--- src/rtl/bath_pkg.sv ---
// bath_pkg: state encoding and default tick constants for the bathroom heater sequencer
package bath_pkg;
  typedef enum logic [2:0] {
    S_IDLE   = 3'd0,
    S_PREFAN = 3'd1,
    S_HEAT   = 3'd2,
    S_COOL   = 3'd3,
    S_VENT   = 3'd4
  } state_t;
  localparam int PREFAN_TICKS_DEF   = 4;
  localparam int COOL_TICKS_DEF     = 20;
  localparam int AUTO_OFF_TICKS_DEF = 3600;
  localparam int CNT_W_DEF          = 12;
endpackage

--- src/rtl/heat_timer.sv ---
// heat_timer: loadable tick down-counter; expire marks the tick that takes it from 1 to 0
module heat_timer
  import bath_pkg::*;
#(
  parameter int W = CNT_W_DEF
) (
  input  logic         clk1M,
  input  logic         rst_n,
  input  logic         load,
  input  logic [W-1:0] value,
  input  logic         tick,
  output logic [W-1:0] count,
  output logic         expire
);
  assign expire = tick && count == W'(1);
  // load wins over counting; the count parks at zero in untimed states
  always_ff @(posedge clk1M or negedge rst_n)
    if (!rst_n) count <= '0;
    else if (load) count <= value;
    else if (tick && count != '0) count <= count - 1'b1;
endmodule

--- src/rtl/heat_seq.sv ---
// heat_seq: heater/fan sequencer with fan pre-run and run-on; HEAT_AUTO_OFF_EN enables the heating time limit
module heat_seq
  import bath_pkg::*;
#(
  parameter int PREFAN_TICKS   = PREFAN_TICKS_DEF,
  parameter int COOL_TICKS     = COOL_TICKS_DEF,
  parameter int AUTO_OFF_TICKS = AUTO_OFF_TICKS_DEF,
  parameter int CNT_W          = CNT_W_DEF
) (
  input  logic             clk1M,
  input  logic             rst_n,
  input  logic             tick,
  input  logic             power_on,
  input  logic             mode_heat,
  input  logic             mode_vent,
  input  logic             over_temp,
  output logic             heater_en,
  output logic             fan_en,
  output logic [2:0]       state,
  output logic [CNT_W-1:0] remain,
  output logic             busy
);
`ifdef HEAT_AUTO_OFF_EN
  localparam bit AUTO_OFF = 1'b1;
`else
  localparam bit AUTO_OFF = 1'b0;
`endif
  localparam logic [CNT_W-1:0] HEAT_LOAD = AUTO_OFF ? CNT_W'(AUTO_OFF_TICKS) : '0;
  state_t st, nxt, idle_nxt;
  logic heat_req, load, expire;
  logic [CNT_W-1:0] load_val;
  // next state; the heat request covers every non-timer exit from PREFAN and HEAT, so it beats a coincident tick
  always_comb begin
    heat_req = power_on & mode_heat & ~over_temp;
    idle_nxt = heat_req ? S_PREFAN : (power_on & mode_vent) ? S_VENT : S_IDLE;
    nxt = S_IDLE;
    case (st)
      S_IDLE:   nxt = idle_nxt;
      S_PREFAN: nxt = !heat_req ? S_IDLE : expire ? S_HEAT : S_PREFAN;
      S_HEAT:   nxt = (!heat_req || (AUTO_OFF && expire)) ? S_COOL : S_HEAT;
      S_COOL:   nxt = expire ? idle_nxt : S_COOL;
      S_VENT:   nxt = heat_req ? S_PREFAN : (power_on & mode_vent) ? S_VENT : S_IDLE;
      default:  nxt = S_IDLE;
    endcase
    load = nxt != st;
    load_val = nxt == S_PREFAN ? CNT_W'(PREFAN_TICKS) :
               nxt == S_COOL   ? CNT_W'(COOL_TICKS)   :
               nxt == S_HEAT   ? HEAT_LOAD            : '0;
  end
  // drives are decoded from the next state so they change on the same edge as the state register
  always_ff @(posedge clk1M or negedge rst_n)
    if (!rst_n) begin
      st <= S_IDLE;
      heater_en <= 1'b0;
      fan_en <= 1'b0;
      busy <= 1'b0;
    end else begin
      st <= nxt;
      heater_en <= nxt == S_HEAT;
      fan_en <= nxt != S_IDLE;
      busy <= nxt == S_COOL;
    end
  assign state = st;
  heat_timer #(.W(CNT_W)) u_timer (
    .clk1M (clk1M),
    .rst_n (rst_n),
    .load  (load),
    .value (load_val),
    .tick  (tick),
    .count (remain),
    .expire(expire)
  );
endmodule

--- config.mk ---
export PLATFORM = sky130hd
export DESIGN_NAME = heat_seq
export DESIGN_NICKNAME = d
export VERILOG_FILES = /design/src/rtl/bath_pkg.sv /design/src/rtl/heat_timer.sv /design/src/rtl/heat_seq.sv
export SDC_FILE = /design/constraint.sdc
export NUM_CORES = 1
export LEC_CHECK = 0
export BUFFER_PORTS_ARGS = -buffer_cell sky130_fd_sc_hd__buf_2
export CAP_MARGIN = 20
export CORE_MARGIN = 3
export CORE_UTILIZATION = 45
export CTS_CLUSTER_DIAMETER = 40
export DETAILED_ROUTE_END_ITERATION = 8
export GPL_ROUTABILITY_DRIVEN = 0
export PLACE_DENSITY_LB_ADDON = 0.15
export SLEW_MARGIN = 10
export SYNTH_ARGS = -nofsm -noshare
export SYNTH_HDL_FRONTEND = slang
export SYNTH_SLANG_ARGS = --single-unit
--- constraint.sdc ---
create_clock -name clk1M -period 2.5 [get_ports clk1M]
set_input_delay 0.25 -clock clk1M [delete_from_list [all_inputs] [get_ports clk1M]]
set_output_delay 0.25 -clock clk1M [all_outputs]
set_load 0.01 [all_outputs]
* Word level (Yosys, flattened, before mapping)
Index checks and enable logic that the tools add are counted.
W data, S select, Z words.
** Word-level totals
- Input bits :: 7
- Output and inout bits :: 18
- Register bits after elaboration :: 18
** Operators by class
- Reductions and logical operators :: 7
- Muxes and demuxes :: 11
- Equality and inequality tests :: 9
- Add/sub/neg operators :: 1
- Bitwise logic cells :: 4
** Operator list (count)
- $mux W12 :: 2
- $eq A12 B1 Y1 const B :: 1
- $eq A3 B2 Y1 const B :: 4
- $pmux W3 S4 :: 1
- $reduce_bool A12 Y1 :: 1
- $sub A12 B1 Y12 const B :: 1
- $mux W5 :: 2
- $mux W3 :: 3
- $eq A3 B1 Y1 const B :: 2
- $mux W2 :: 2
- $and A1 B1 Y1 :: 3
- $eq A3 B3 Y1 const B :: 1
- $logic_not A3 Y1 :: 1
- $ne A3 B3 Y1 :: 1
- $reduce_bool A3 Y1 :: 1
- $logic_and A1 B1 Y1 :: 2
- $reduce_bool A2 Y1 :: 1
- $reduce_or A2 Y1 :: 1
- $mux W1 :: 1
- $not A1 Y1 :: 1

* Logic depth before layout (Yosys ltp)
- Depth in word-level cells :: 9
- Mapped depth :: 8
- Gate-level depth less buffers :: 7

* Cells and area by module
From an unflattened synthesis, not the netlist that was laid out.
** Second synthesis, totals
- Cell total of the unflattened synthesis :: 129
- Area, all modules :: 1206.2 µm²
** Modules (own cells, without submodules)
- heat_timer :: area each 813.3 µm², times used 1, seq. area each 300.3 µm², cells each 89
- heat_seq :: area each 392.9 µm², times used 1, seq. area each 150.1 µm², cells each 40

* Least setup slack after synthesis
Ideal clock, no wire load.
- Path type :: register to register
- Start :: register u_timer.count[7]
- End :: register u_timer.count[4]
- Path slack :: 0.320 ns
- Arrival :: 2.043 ns
- Period minus slack after synthesis :: 2.180 ns
- Stages on the path, launching flop included :: 8
- Library setup time :: 0.137 ns
- Cell sequence :: dfrtp_1 or4_1 buf_2 or4_4 buf_6 nor3b_1 a21oi_2 o32ai_1
** Between the ends
- Word-level cells in the longest chain between the ends :: 9
** RTL lines
- start, declared :: RTL line heat_timer.sv:12 : output logic [W-1:0] count,
- start signal, assigned :: RTL line heat_timer.sv:19 : else if (load) count <= value;
- start signal, assigned :: RTL line heat_timer.sv:20 : else if (tick && count != '0) count <= count - 1'b1;
- $eq A12 B1 Y1 :: RTL line heat_timer.sv:15 : assign expire = tick && count == W'(1);
- $logic_and A1 B1 Y1 :: RTL line heat_timer.sv:15
- $mux W2 (2 in a row) :: RTL line heat_seq.sv:39 : S_PREFAN: nxt = !heat_req ? S_IDLE : expire ? S_HEAT : S_PREFAN;
- $pmux W3 S4 :: RTL line heat_seq.sv:37 : case (st)
- $eq A3 B2 Y1 :: RTL line heat_seq.sv:47 : nxt == S_COOL ? CNT_W'(COOL_TICKS) :
- $mux W5 :: RTL line heat_seq.sv:47
- $mux W5 :: RTL line heat_seq.sv:46 : load_val = nxt == S_PREFAN ? CNT_W'(PREFAN_TICKS) :
- $mux W12 :: RTL line heat_timer.sv:19
Parallel ways exist; a longest one is shown, timed or not.
A chain may end at the register's enable or synchronous reset.

* Worst setup path after layout
- Start :: register u_timer.count[4]
- End :: register u_timer.count[2]
Same word-level chain as after synthesis.

==> results by group <==
Hold path
  • Worst Hold Launch: tick
  • Hold Path Depth: 2
  • Hold crit path type: in2reg
  • Hold Path End: u_timer.count[1]

Worst setup path
  • Reg2reg setup slack: roughly 0.19 ns
  • Crit-path max FO: 9
  • Crit start category: flop
  • Critical R2R Launch: u_timer.count[4]
  • Critical Path AT: 2.52 ns
  • Reg2reg end: u_timer.count[2]
  • Reg2Reg Depth: 6
  • Critical Path Sink Type: flop
  • Setup CP Type: reg2reg
  • Critical path required time: 2.71 ns

Timing
  • Slew headroom: 67.6%
  • Minimum clock period: ~2.3 ns
  • Period utilization: 92.4%
  • RSZ-0062 raised after global routing: false
  • # setup viols final: 0
  • Setup Skew: 0.00157 ns
  • Worst slew pin tran: just under 0.5 ns
  • Final Max Slew Viols: 0
  • Hold Fails Final Rpt: 0
  • Fmax: roughly 0.43 GHz
  • TNS Setup: 0 ns

Synth
  • Yosys top cell area share: 42.0%
  • Cell variety after synth: 42
  • Synth Instances: about 110
  • Syn_nets: 124
  • Mapped cell area: 1070 um^2
  • Synth Area per Inst: 9.42 um^2
  • Ys Warns: 0
  • #FFs+latches synth: 18
  • Leading area contributor after synthesis: dfrtp_1
  • Seq/Total Area, Yosys: between 40% and 50%
  • Top cells by area, synth: dfrtp_1, nor2_1, xor2_1

Floorplanning
  • Die width: between 50 and 60 um
  • Die height: approximately 55 um
  • Die area: approximately 3000 um^2
  • Ports: 25
  • Core area: around 2200 um^2
  • Initial Utilization: 48.1%
  • Row cnt: 17

Power and ir drop
  • Maximum VDD drop: 0.789 mV
  • PD cells: 1100 nW/um^2
  • P_leak: between 0.0005 and 0.0006 uW

Routing
  • WL/cell: 14.0 um
  • Routed Wire Length: approximately 2.3 mm
  • DR pass1 iterations: 4
  • Via Count: between 900 and 1000
  • Detail Route Antenna Nets: 0
  • Initial DRC Count: 11
  • Vias per Instance: between 5 and 6
  • DRC viols: 0

GRT
  • Via count of the first global-routing pass: 843
  • First-pass GRT wire length: 3.87 mm
  • Largest net degree at the start of global routing: 19
  • Gr usage total: 18.0%
  • Initial antenna violation count: 0
  • Grt total ovfl: 0

Placed design
  • DP Wirelength: 1.72 mm
  • DP Area: 1210 um^2
  • # port buffers: 24

Run status
  • Status: complete, no violations

Cells and area
  • Commonest cells after routing, fill and taps aside: buf_2, dfrtp_1, nor2_1, nand2_1
  • Final #Nets: 151
  • Antenna diode count: 0
  • Synth-to-layout area growth: 16.3%
  • Final instance area: around 1200 um^2
  • Most common cell after layout, fill and taps aside: buf_2
  • Fraction of layout cells with a size suffix above 1: 26.6%

Clocking
  • Total CTS buffers: 3
  • CTS tree: built
  • Clock root buffer: clkbuf_4
  • Clk_lat worst skew: ~0.28 ns
  • Clock-pin transition on the worst setup and hold timing paths: ~0.10 ns
  • Total clock sinks: 18
  • H-tree levels: 1
  • Clock Path Buffers: 2
  • Post-CTS setup buffer count: 0

Flow run
  • Max_cap viols: 0
-- Yosys cell counts (all sizes together) --
cell     count
or4b         1
nor2        15
o211ai       2
or4          3
nand3b       1
nand2b       1
o21ai        3
o22a         1
dfrtp       18
o32ai        2
nor3b        2
nor4         2
ha           3
nand3        2
xnor2        4
or3          2
mux2i        1
xor2         5
a21oi        6
nand4b       3
a2bb2oi      1
o31ai        1
inv          4
nor3         5
nor2b        1
and3b        2
nor4b        2
nand2       10
nand4        1
a211oi       1
or2          1
a311oi       1
mux2         1
buf          3
clkbuf       2
and2         1
-- cells by family after synthesis --
| logic type | share of synthesized area (%) |
|---|---|
| AO/OA/AOI/OAI | 11.4 |
| buffers and inverters | 4.31 |
| XOR/XNOR | 7.34 |
| AND/OR/NAND/NOR | 29.5 |
| adder cells (fa/ha/maj) | 3.50 |
| flip-flops | 42.0 |
| multiplexers | 1.98 |
-- registers in the layout, indices dropped and copies added (netlist names) --
register and cells:
busy 1, fan_en 1, heater_en 1, state 3
u_timer.count 12
-- metal layers --
metal	vias up	GRT usage (%)	routed length [um]
li1	460	-	-
met1	437	24.3	1190
met2	17	28.1	1040
met3	2	3.54	102
met4	0	6.64	18
met5	-	0	0
-- how the worst max path moves through the flow --
| stage | startpoint | endpoint | depth (start not counted) |
|---|---|---|---|
| 2_1_floorplan | u_timer.count[7] | u_timer.count[4] | 7 |
| 3_3_place_gp | u_timer.count[7] | u_timer.count[2] | 6 |
| 3_5_place_dp | u_timer.count[7] | u_timer.count[2] | 6 |
| 4_1_cts | u_timer.count[7] | u_timer.count[2] | 6 |
| 5_1_grt | u_timer.count[4] | u_timer.count[2] | 6 |
| 6_report | u_timer.count[4] | u_timer.count[2] | 6 |
-- power by group --
part	total [uW]	internal [uW]	switching (uW)
logic	754	341	413
registers	484	374	110
clock network	140	55.9	84.2
total	1380	771	608
-- area by class of cell --
class	count	area (um^2)
clock buffers	3	22.5
fillers	220	985
inverters	4	15.0
multi-input cells	87	581
flip-flops and latches	18	450
well taps	28	35.0
repair buffers	27	145
-- per-stage QoR --
stage	worst slack (ns)	hold WS (ns)	instances	utilization (%)	total power, uW
finish	0.191	0.295	167	55.9	1380
global route	0.0666	0.282	167	55.9	1500
CTS	0.142	0.265	167	55.7	1370
detailed placement	0.179	0.207	163	54.3	1220
global placement	0.224	0.207	163	54.3	1200
floorplan	0.320	-0.0456	114	-	1040
-- worst max-delay path, cell delays in order, from the launching register on --
cell and delay (ns):
dfrtp_1 0.46, or4_1 0.63, nor4_2 0.33, nor4b_1 0.11, nor3b_2 0.30, buf_4 0.22, mux2i_1 0.19
-- repair_timing --
| item | CTS | global route |
|---|---|---|
| resized for setup | 0 | 1 |
| endpoints found under the setup margin | 0 | 1 |
| hold endpoints to repair | 18 | 0 |
| hold buffers | 1 | 0 |
Note: power is estimated with default switching activity, not from simulation.
